## src/rtl/prim_arbiter_wrr.sv

```systemverilog
// N:1 weighted round-robin arbiter with a valid/ready output handshake.
// A winner keeps the grant for up to weight+1 accepted beats and is held while the sink stalls.
module prim_arbiter_wrr #(
  parameter int unsigned N          = 8,
  parameter int unsigned DW         = 32,
  parameter int unsigned WeightW    = 4,
  parameter bit          EnDataPort = 1'b1,
  parameter bit          EnWeight   = 1'b1,
  parameter int unsigned IdxW       = $clog2(N)
) (
  input  logic                          clk_i,
  input  logic                          rst_ni,
  input  logic [N-1:0]                  req_i,
  input  logic [N-1:0][WeightW-1:0]     weight_i,
  input  logic [N-1:0][DW-1:0]          data_i,
  output logic [N-1:0]                  gnt_o,
  output logic [IdxW-1:0]               idx_o,
  output logic                          valid_o,
  output logic [DW-1:0]                 data_o,
  input  logic                          ready_i,
  output logic                          burst_o
);

  logic [N-1:0]       mask_q;
  logic [IdxW-1:0]    cur_idx_q;
  logic [WeightW-1:0] cnt_q;
  logic               busy_q;
  logic               locked_q;

  logic               hold;
  logic               cont_burst;
  logic               accept;
  logic [N-1:0]       masked;
  logic [N-1:0]       arb_src;
  logic [IdxW-1:0]    arb_idx;
  logic [IdxW-1:0]    winner;
  logic [N-1:0]       above;
  logic [WeightW-1:0] new_cnt;

  assign valid_o    = |req_i;
  assign accept     = valid_o & ready_i;
  // A stalled or bursting winner keeps the port only while it still requests.
  assign hold       = (busy_q | locked_q) & req_i[cur_idx_q];
  assign cont_burst = busy_q & req_i[cur_idx_q];

  always_comb begin
    // NOTE: every always_comb output gets a default first, so no path can infer a latch.
    masked  = req_i & mask_q;
    arb_src = (|masked) ? masked : req_i;
    arb_idx = '0;
    // Descending scan: the last hit is the lowest set bit.
    for (int i = int'(N) - 1; i >= 0; i--) begin
      if (arb_src[i]) arb_idx = IdxW'(i);
    end
    winner = hold ? cur_idx_q : arb_idx;

    above = '0;
    for (int i = 0; i < int'(N); i++) begin
      above[i] = (IdxW'(i) > winner);
    end

    gnt_o = '0;
    if (accept) gnt_o[winner] = 1'b1;
  end

  assign new_cnt = EnWeight ? weight_i[winner] : '0;
  assign idx_o   = valid_o ? winner : '0;
  assign data_o  = EnDataPort ? (valid_o ? data_i[idx_o] : '0) : '1;
  assign burst_o = busy_q;

  // NOTE: sequential state uses non-blocking assignments only, so every register sees pre-edge values.
  always_ff @(posedge clk_i or negedge rst_ni) begin
    if (!rst_ni) begin
      mask_q    <= '0;
      cur_idx_q <= '0;
      cnt_q     <= '0;
      busy_q    <= 1'b0;
      locked_q  <= 1'b0;
    end else if (accept) begin
      mask_q    <= above;
      locked_q  <= 1'b0;
      cur_idx_q <= winner;
      if (cont_burst) begin
        cnt_q  <= cnt_q - WeightW'(1);
        busy_q <= (cnt_q != WeightW'(1));
      end else begin
        cnt_q  <= new_cnt;
        busy_q <= (new_cnt != '0);
      end
    end else if (valid_o) begin
      cur_idx_q <= winner;
      locked_q  <= 1'b1;
    end else begin
      locked_q <= 1'b0;
      busy_q   <= 1'b0;
    end
  end

  a_gnt_onehot0: assert property (@(posedge clk_i) disable iff (!rst_ni) $onehot0(gnt_o));
  a_gnt_req:     assert property (@(posedge clk_i) disable iff (!rst_ni) (gnt_o & ~req_i) == '0);
  a_gnt_ready:   assert property (@(posedge clk_i) disable iff (!rst_ni) (|gnt_o) |-> ready_i);
  a_accept_gnt:  assert property (@(posedge clk_i) disable iff (!rst_ni) (valid_o && ready_i) |-> (|gnt_o));
  a_stall_hold:  assert property (@(posedge clk_i) disable iff (!rst_ni)
                                  (valid_o && !ready_i) |=> (idx_o == $past(idx_o)));

  if (EnDataPort) begin : g_data_chk
    a_data_mux: assert property (@(posedge clk_i) disable iff (!rst_ni)
                                 valid_o |-> (data_o == data_i[idx_o]));
  end

endmodule
```

## config.mk

```make
export PLATFORM = sky130hd
export DESIGN_NAME = prim_arbiter_wrr
export DESIGN_NICKNAME = d
export VERILOG_FILES = /design/src/rtl/prim_arbiter_wrr.sv
export SDC_FILE = /design/constraint.sdc
export NUM_CORES = 1
export LEC_CHECK = 0
export ABC_AREA = 1
export CORE_AREA = 2 2 132 134
export CTS_BUF_LIST = sky130_fd_sc_hd__clkbuf_4 sky130_fd_sc_hd__clkbuf_8
export DETAILED_ROUTE_END_ITERATION = 10
export DIE_AREA = 0 0 134 136
export DONT_BUFFER_PORTS = 1
export PLACE_DENSITY_LB_ADDON = 0.08
export SLEW_MARGIN = 20
export SYNTH_ARGS = -nofsm -noshare
export SYNTH_HDL_FRONTEND = slang
export SYNTH_SLANG_ARGS = --single-unit
```

## constraint.sdc

```tcl
create_clock -name clk_i -period 2.18 [get_ports clk_i]
set_input_delay 0.218 -clock clk_i [delete_from_list [all_inputs] [get_ports clk_i]]
set_output_delay 0.218 -clock clk_i [all_outputs]
set_load 0.005 [all_outputs]
```

== Word-level counts from Yosys, hierarchy flattened ==
Index checks and enable logic that the tools add are counted.

* Register bits: 17
* Output and inout bits: 45
* Bits of input ports: 299

* Add/subtract/negate cells: 1
* Mux-type cells: 29
* $lt $le $gt $ge: 12
* Reduce and logical (&&, ||, !) cells: 5
* Equality and inequality tests: 2
* Bitwise operators: 5

{| class="wikitable"
|+ Operator list
! operator !! number
|-
| 32-bit binary-select mux with 3-bit select || 1
|-
| 32-bit 2-to-1 mux || 2
|-
| 3-bit 2-to-1 mux || 12
|-
| 8-bit 2-to-1 mux || 2
|-
| 8-bit OR reduction || 2
|-
| 4-bit binary-select mux with 3-bit select || 1
|-
| 3-bit > comparator, first input constant || 4
|-
| 3-bit by 4-bit < comparator with 1-bit output, second input constant || 3
|-
| 8-bit AND || 1
|-
| 4-bit 2-to-1 mux || 2
|-
| 1-bit 2-to-1 mux || 7
|-
| 1-bit by 3-bit > comparator with 1-bit output, first input constant || 2
|-
| 2-bit by 3-bit > comparator with 1-bit output, first input constant || 2
|-
| 4-bit by 1-bit != test with 1-bit output, second input constant || 1
|-
| 4-bit nonzero test || 1
|-
| 4-bit by 1-bit subtractor with 4-bit output, second input constant || 1
|-
| 1-bit AND || 3
|-
| 1-bit binary-select mux with 3-bit select || 1
|-
| 1-bit demux with 3-bit select || 1
|-
| 3-bit by 1-bit greater-or-equal comparator with 1-bit output, second input constant || 1
|-
| 2-bit by 1-bit != test with 1-bit output, second input constant || 1
|-
| 2-bit nonzero test || 1
|-
| 1-bit logical AND || 1
|-
| 1-bit bitwise OR || 1
|}

== Depth between registers and ports, before layout ==
* Word-level depth: 17
* Depth in mapped cells: 24

== Worst setup path after synthesis ==
Ideal clock, no wire load.

* Path type: reg2out
* From: register cur_idx_q[0]
* To: output data_o[27]
* Setup slack: -0.086 ns
* Data arrival time: 2.048 ns
* Buffers on the path: 3
* Stages on the path, launching flop included: 16
* Cell sequence: dfrtp_1 buf_2 a21oi_1 o21ai_0 nand3_1 o211ai_2 nand2_1 nor2_2 o211ai_2 o21ai_2 nor2_1 buf_2 buf_2 o21a_1 o21ai_0 a31oi_1

* Longest elaborated chain between the ends: 8

{| class="wikitable"
|+ Ends and longest elaborated chain
! what !! line !! RTL
|-
| start: declaration || 25 || <nowiki>logic [IdxW-1:0] cur_idx_q;</nowiki>
|-
| start signal: assignment || 82 || <nowiki>cur_idx_q <= winner;</nowiki>
|-
| start signal: assignment || 91 || <nowiki>cur_idx_q <= winner;</nowiki>
|-
| 1-bit binary-select mux with 3-bit select || 43 || <nowiki>assign hold = (busy_q | locked_q) & req_i[cur_idx_q];</nowiki>
|-
| 1-bit 2-to-1 mux (implied by the code) || 43 ||
|-
| 1-bit AND || 43 ||
|-
| 3-bit 2-to-1 mux * || 55 || <nowiki>winner = hold ? cur_idx_q : arb_idx;</nowiki>
|-
| 3-bit 2-to-1 mux * || 67 || <nowiki>assign idx_o = valid_o ? winner : '0;</nowiki>
|-
| 32-bit binary-select mux with 3-bit select * || 68 || <nowiki>assign data_o = EnDataPort ? (valid_o ? data_i[idx_o] : '0) : '1;</nowiki>
|-
| 32-bit 2-to-1 mux (implied by the code) * || 68 ||
|-
| 32-bit 2-to-1 mux * || 68 ||
|-
| end: declaration || 19 || <nowiki>output logic [DW-1:0] data_o,</nowiki>
|}

Every way passes the cells marked *; elsewhere a longest branch is shown, timed or not. The select of a mux whose other input is x is not followed.

== Final worst setup path ==
* From: register cur_idx_q[0]
* To: output data_o[8]

Same word-level chain as after synthesis.

==> results.cfg <==
[outcome]
status = finished with violations
violations = setup timing

[clock_network]
cts_sinks = 16
clkTransAtPathRegs_ps = 70
cts_root_buf = clkbuf_8
clk_path_buf_depth = 2
htreeDepth = 1
clkLatencyLatePin_ps = 250
cts_buffers = 3
cts_tree = built

[timing]
final.setup.worst_slack_ps = -722
tightest_slew_ps = 790
holdWs_ps = 34.6
setup_viol = 56
fin_crit_sh_pct = 133
rsz0062_at_grt = yes
fin_setup_tns_ps = -30120
layout_min_cycle_time_ps = 2900
relSlewSlack_pct = 47.1
hold_violations = 0
skew_ps = 4.07
max_clock_freq_mhz = 345
finalMaxSlewViolations = 0

[yosys]
synth-seq-area-share_pct = 10.5
synth_top_area_share_pct = 25.1
synth_top_area_cell = nand2_1
synth-edff-count = 0
synth.area.top_cells = nand2_1 25%, dfrtp_1 11%, o21ai_0 9.1%
synth_seq_cells = 16
syn_nets = 1013
yosysWarnings = 0
ys.flop_type = dfrtp_1
netlist_instances = 712
synth_area_per_cell_sq_um = 5.35
synth_cell_type_count = 38
netlist_area_sq_um = 3810
synthArstFlopShare_pct = 100

[die]
die_y_um = 136
placeableCoreArea_sq_um = 16900
io_pins = 344
start_util_pct = 22.6
dieWidth_um = 134
die_area_sq_um = 18200
std_cell_rows = 48

[worst_setup_path]
timing.rr.start = cur_idx_q[0]
worst-path-max-fanout = 5
worst-endpoint-arrival_ps = 2680
r2r_cells = 20
reg2reg_slack_ps = -540
timing.rr.end = burst_o
crit_required_ps = 1960
crit_type = flop to primary output
endpoint_kind = primary output
cp-start-kind = flop

[place]
port_buffers = 0
placedCellCount = 977
gp_congestion = 0.936
dp_hpwl_um = 15300

[worst_hold_path]
hp-class = input pin to flop
hold_depth = 1
hold_start = ready_i
hold_end = locked_q

[finish]
diodes = 0
drive_gt1_share_pct = 44.2
layout.cells.non_filler = 1060
area_delta_synth_final_pct = 80.2
nFillCells = 1801
finish.net_count = 1137

[detailed_routing]
via_per_inst = 5.30
num_vias = 5623
drt-total-wl_um = 22100
drtIter0Drc = 360
drc = 0
dr.pass1.iters = 5
avgRoutedWirePerCell_um = 20.9
ant_nets = 0

[grt]
grt_max_degree = 39
overflow = 0
grt_pass1_vias = 5584
grtUsageTotal_pct = 21.5
grt_pass1_wl_um = 30900
antenna_found_initial = 0

[flow_run]
maxCapViolations = 0
## worst max-delay path, cell delays in order (launching register included)
cell and delay [ps]:
dfrtp_2 440, buf_6 150, a21oi_4 110, o21ai_1 80
nand3_1 130, o211ai_2 130, nand2_2 130, nor2_4 40
o211ai_2 70, o21ai_4 110, nor2_4 150, buf_6 150
buf_12 120, o21ai_1 60, o21bai_1 150, a31oi_1 240
buf_4 160
## cell usage after synthesis (8+ instances only)
cell      number
buf_4          8
a211oi_1      26
nor2_1        47
nand2_1      255
o21ai_0       69
o21a_1        16
nand3_1       37
inv_1         45
dfrtp_1       16
o21bai_1      30
clkbuf_1      11
a21oi_1       41
a31oi_1       26
buf_2         32
## kinds of logic (layout without fill, tap and decap cells)
group,Yosys count,in the layout,share of synthesized area (%)
compound gates,235,235,38.6
xor+xnor,2,2,0.460
fa+ha+maj,2,2,0.656
buf+inv,107,230,12.6
flops,16,16,10.5
simple gates,350,350,37.1
## state kept, by name, summed over array words and instances, names as in the netlist
register and count:
cnt_q 4, mask_q 7, cur_idx_q 3, burst_o 1, locked_q 1
## cell type report
| type | instances | area [sq um] | area share, % |
|---|---|---|---|
| well taps | 225 | 282 | 4.10 |
| inverters | 52 | 233 | 3.39 |
| clock buffers | 4 | 55.1 | 0.801 |
| repair inverters | 1 | 11.3 | 0.164 |
| repair buffers | 173 | 2130 | 31.0 |
| flip-flops and latches | 16 | 402 | 5.85 |
| multi-input cells | 589 | 3760 | 54.7 |
## routing by layer
| metal | global-route usage [%] | vias to the layer above | share of wire, % |
|---|---|---|---|
| li1 | - | 2648 | - |
| met4 | 7.62 | 0 | 3.0 |
| met1 | 25.9 | 2677 | 39 |
| met2 | 38.9 | 258 | 52 |
| met3 | 3.21 | 40 | 6.0 |
| met5 | 0 | - | 0 |
## repair_timing
item / 4_1_cts / 5_1_grt
setup buffers: 49 / 26
resized for setup: 164 / 172
pin swaps: 61 / 60
endpoints found under the setup margin: 54 / 57
hold buffers: 1 / 0
cloned: 10 / 8
endpoints found under the hold margin: 16 / 0
## worst max path at each step
stage | start | to | slack (ps) | cells past startpoint
2_1_floorplan | cur_idx_q[0] | data_o[12] | -50 | 14
3_3_place_gp | mask_q[6] | data_o[3] | -500 | 14
3_5_place_dp | mask_q[6] | data_o[3] | -510 | 14
4_1_cts | cur_idx_q[0] | data_o[30] | -670 | 17
5_1_grt | cur_idx_q[0] | data_o[30] | -830 | 14
6_report | cur_idx_q[0] | data_o[8] | -720 | 16
## cells in the final DEF (no fill, tap or decap), types with 8 or more instances in the layout
cell type | netlist | layout
nand2_1 | 255 | 195
buf_4 | 8 | 84
nand2_2 | 1 | 51
buf_6 | 1 | 39
inv_1 | 45 | 35
o21ai_0 | 69 | 35
nor2_1 | 47 | 32
buf_12 | 0 | 29
o21bai_1 | 30 | 28
o21ai_1 | 6 | 27
a21oi_2 | 0 | 25
nand3_1 | 37 | 24
a31oi_1 | 26 | 18
a211oi_2 | 0 | 17
nor2_4 | 2 | 16
o21a_1 | 16 | 16
dfrtp_1 | 16 | 15
a21oi_1 | 41 | 13
o21ai_2 | 2 | 13
nand2_4 | 3 | 12
inv_2 | 5 | 11
nand3_2 | 0 | 10
clkbuf_16 | 0 | 8
## stage by stage
stage / util, % / cell area (sq um) / worst slack, ps
after global routing: 40.7 / 6870 / -832
after CTS: 35.2 / 5940 / -674
final: 40.7 / 6870 / -722
after global placement: 28.0 / 4720 / -500
after floorplan: - / 3880 / -52.1
after detailed placement: 28.0 / 4720 / -511
Power is left out: the tool's default activity adds up to more than one toggle a clock period on the data nets, which glitch-free logic cannot reach.
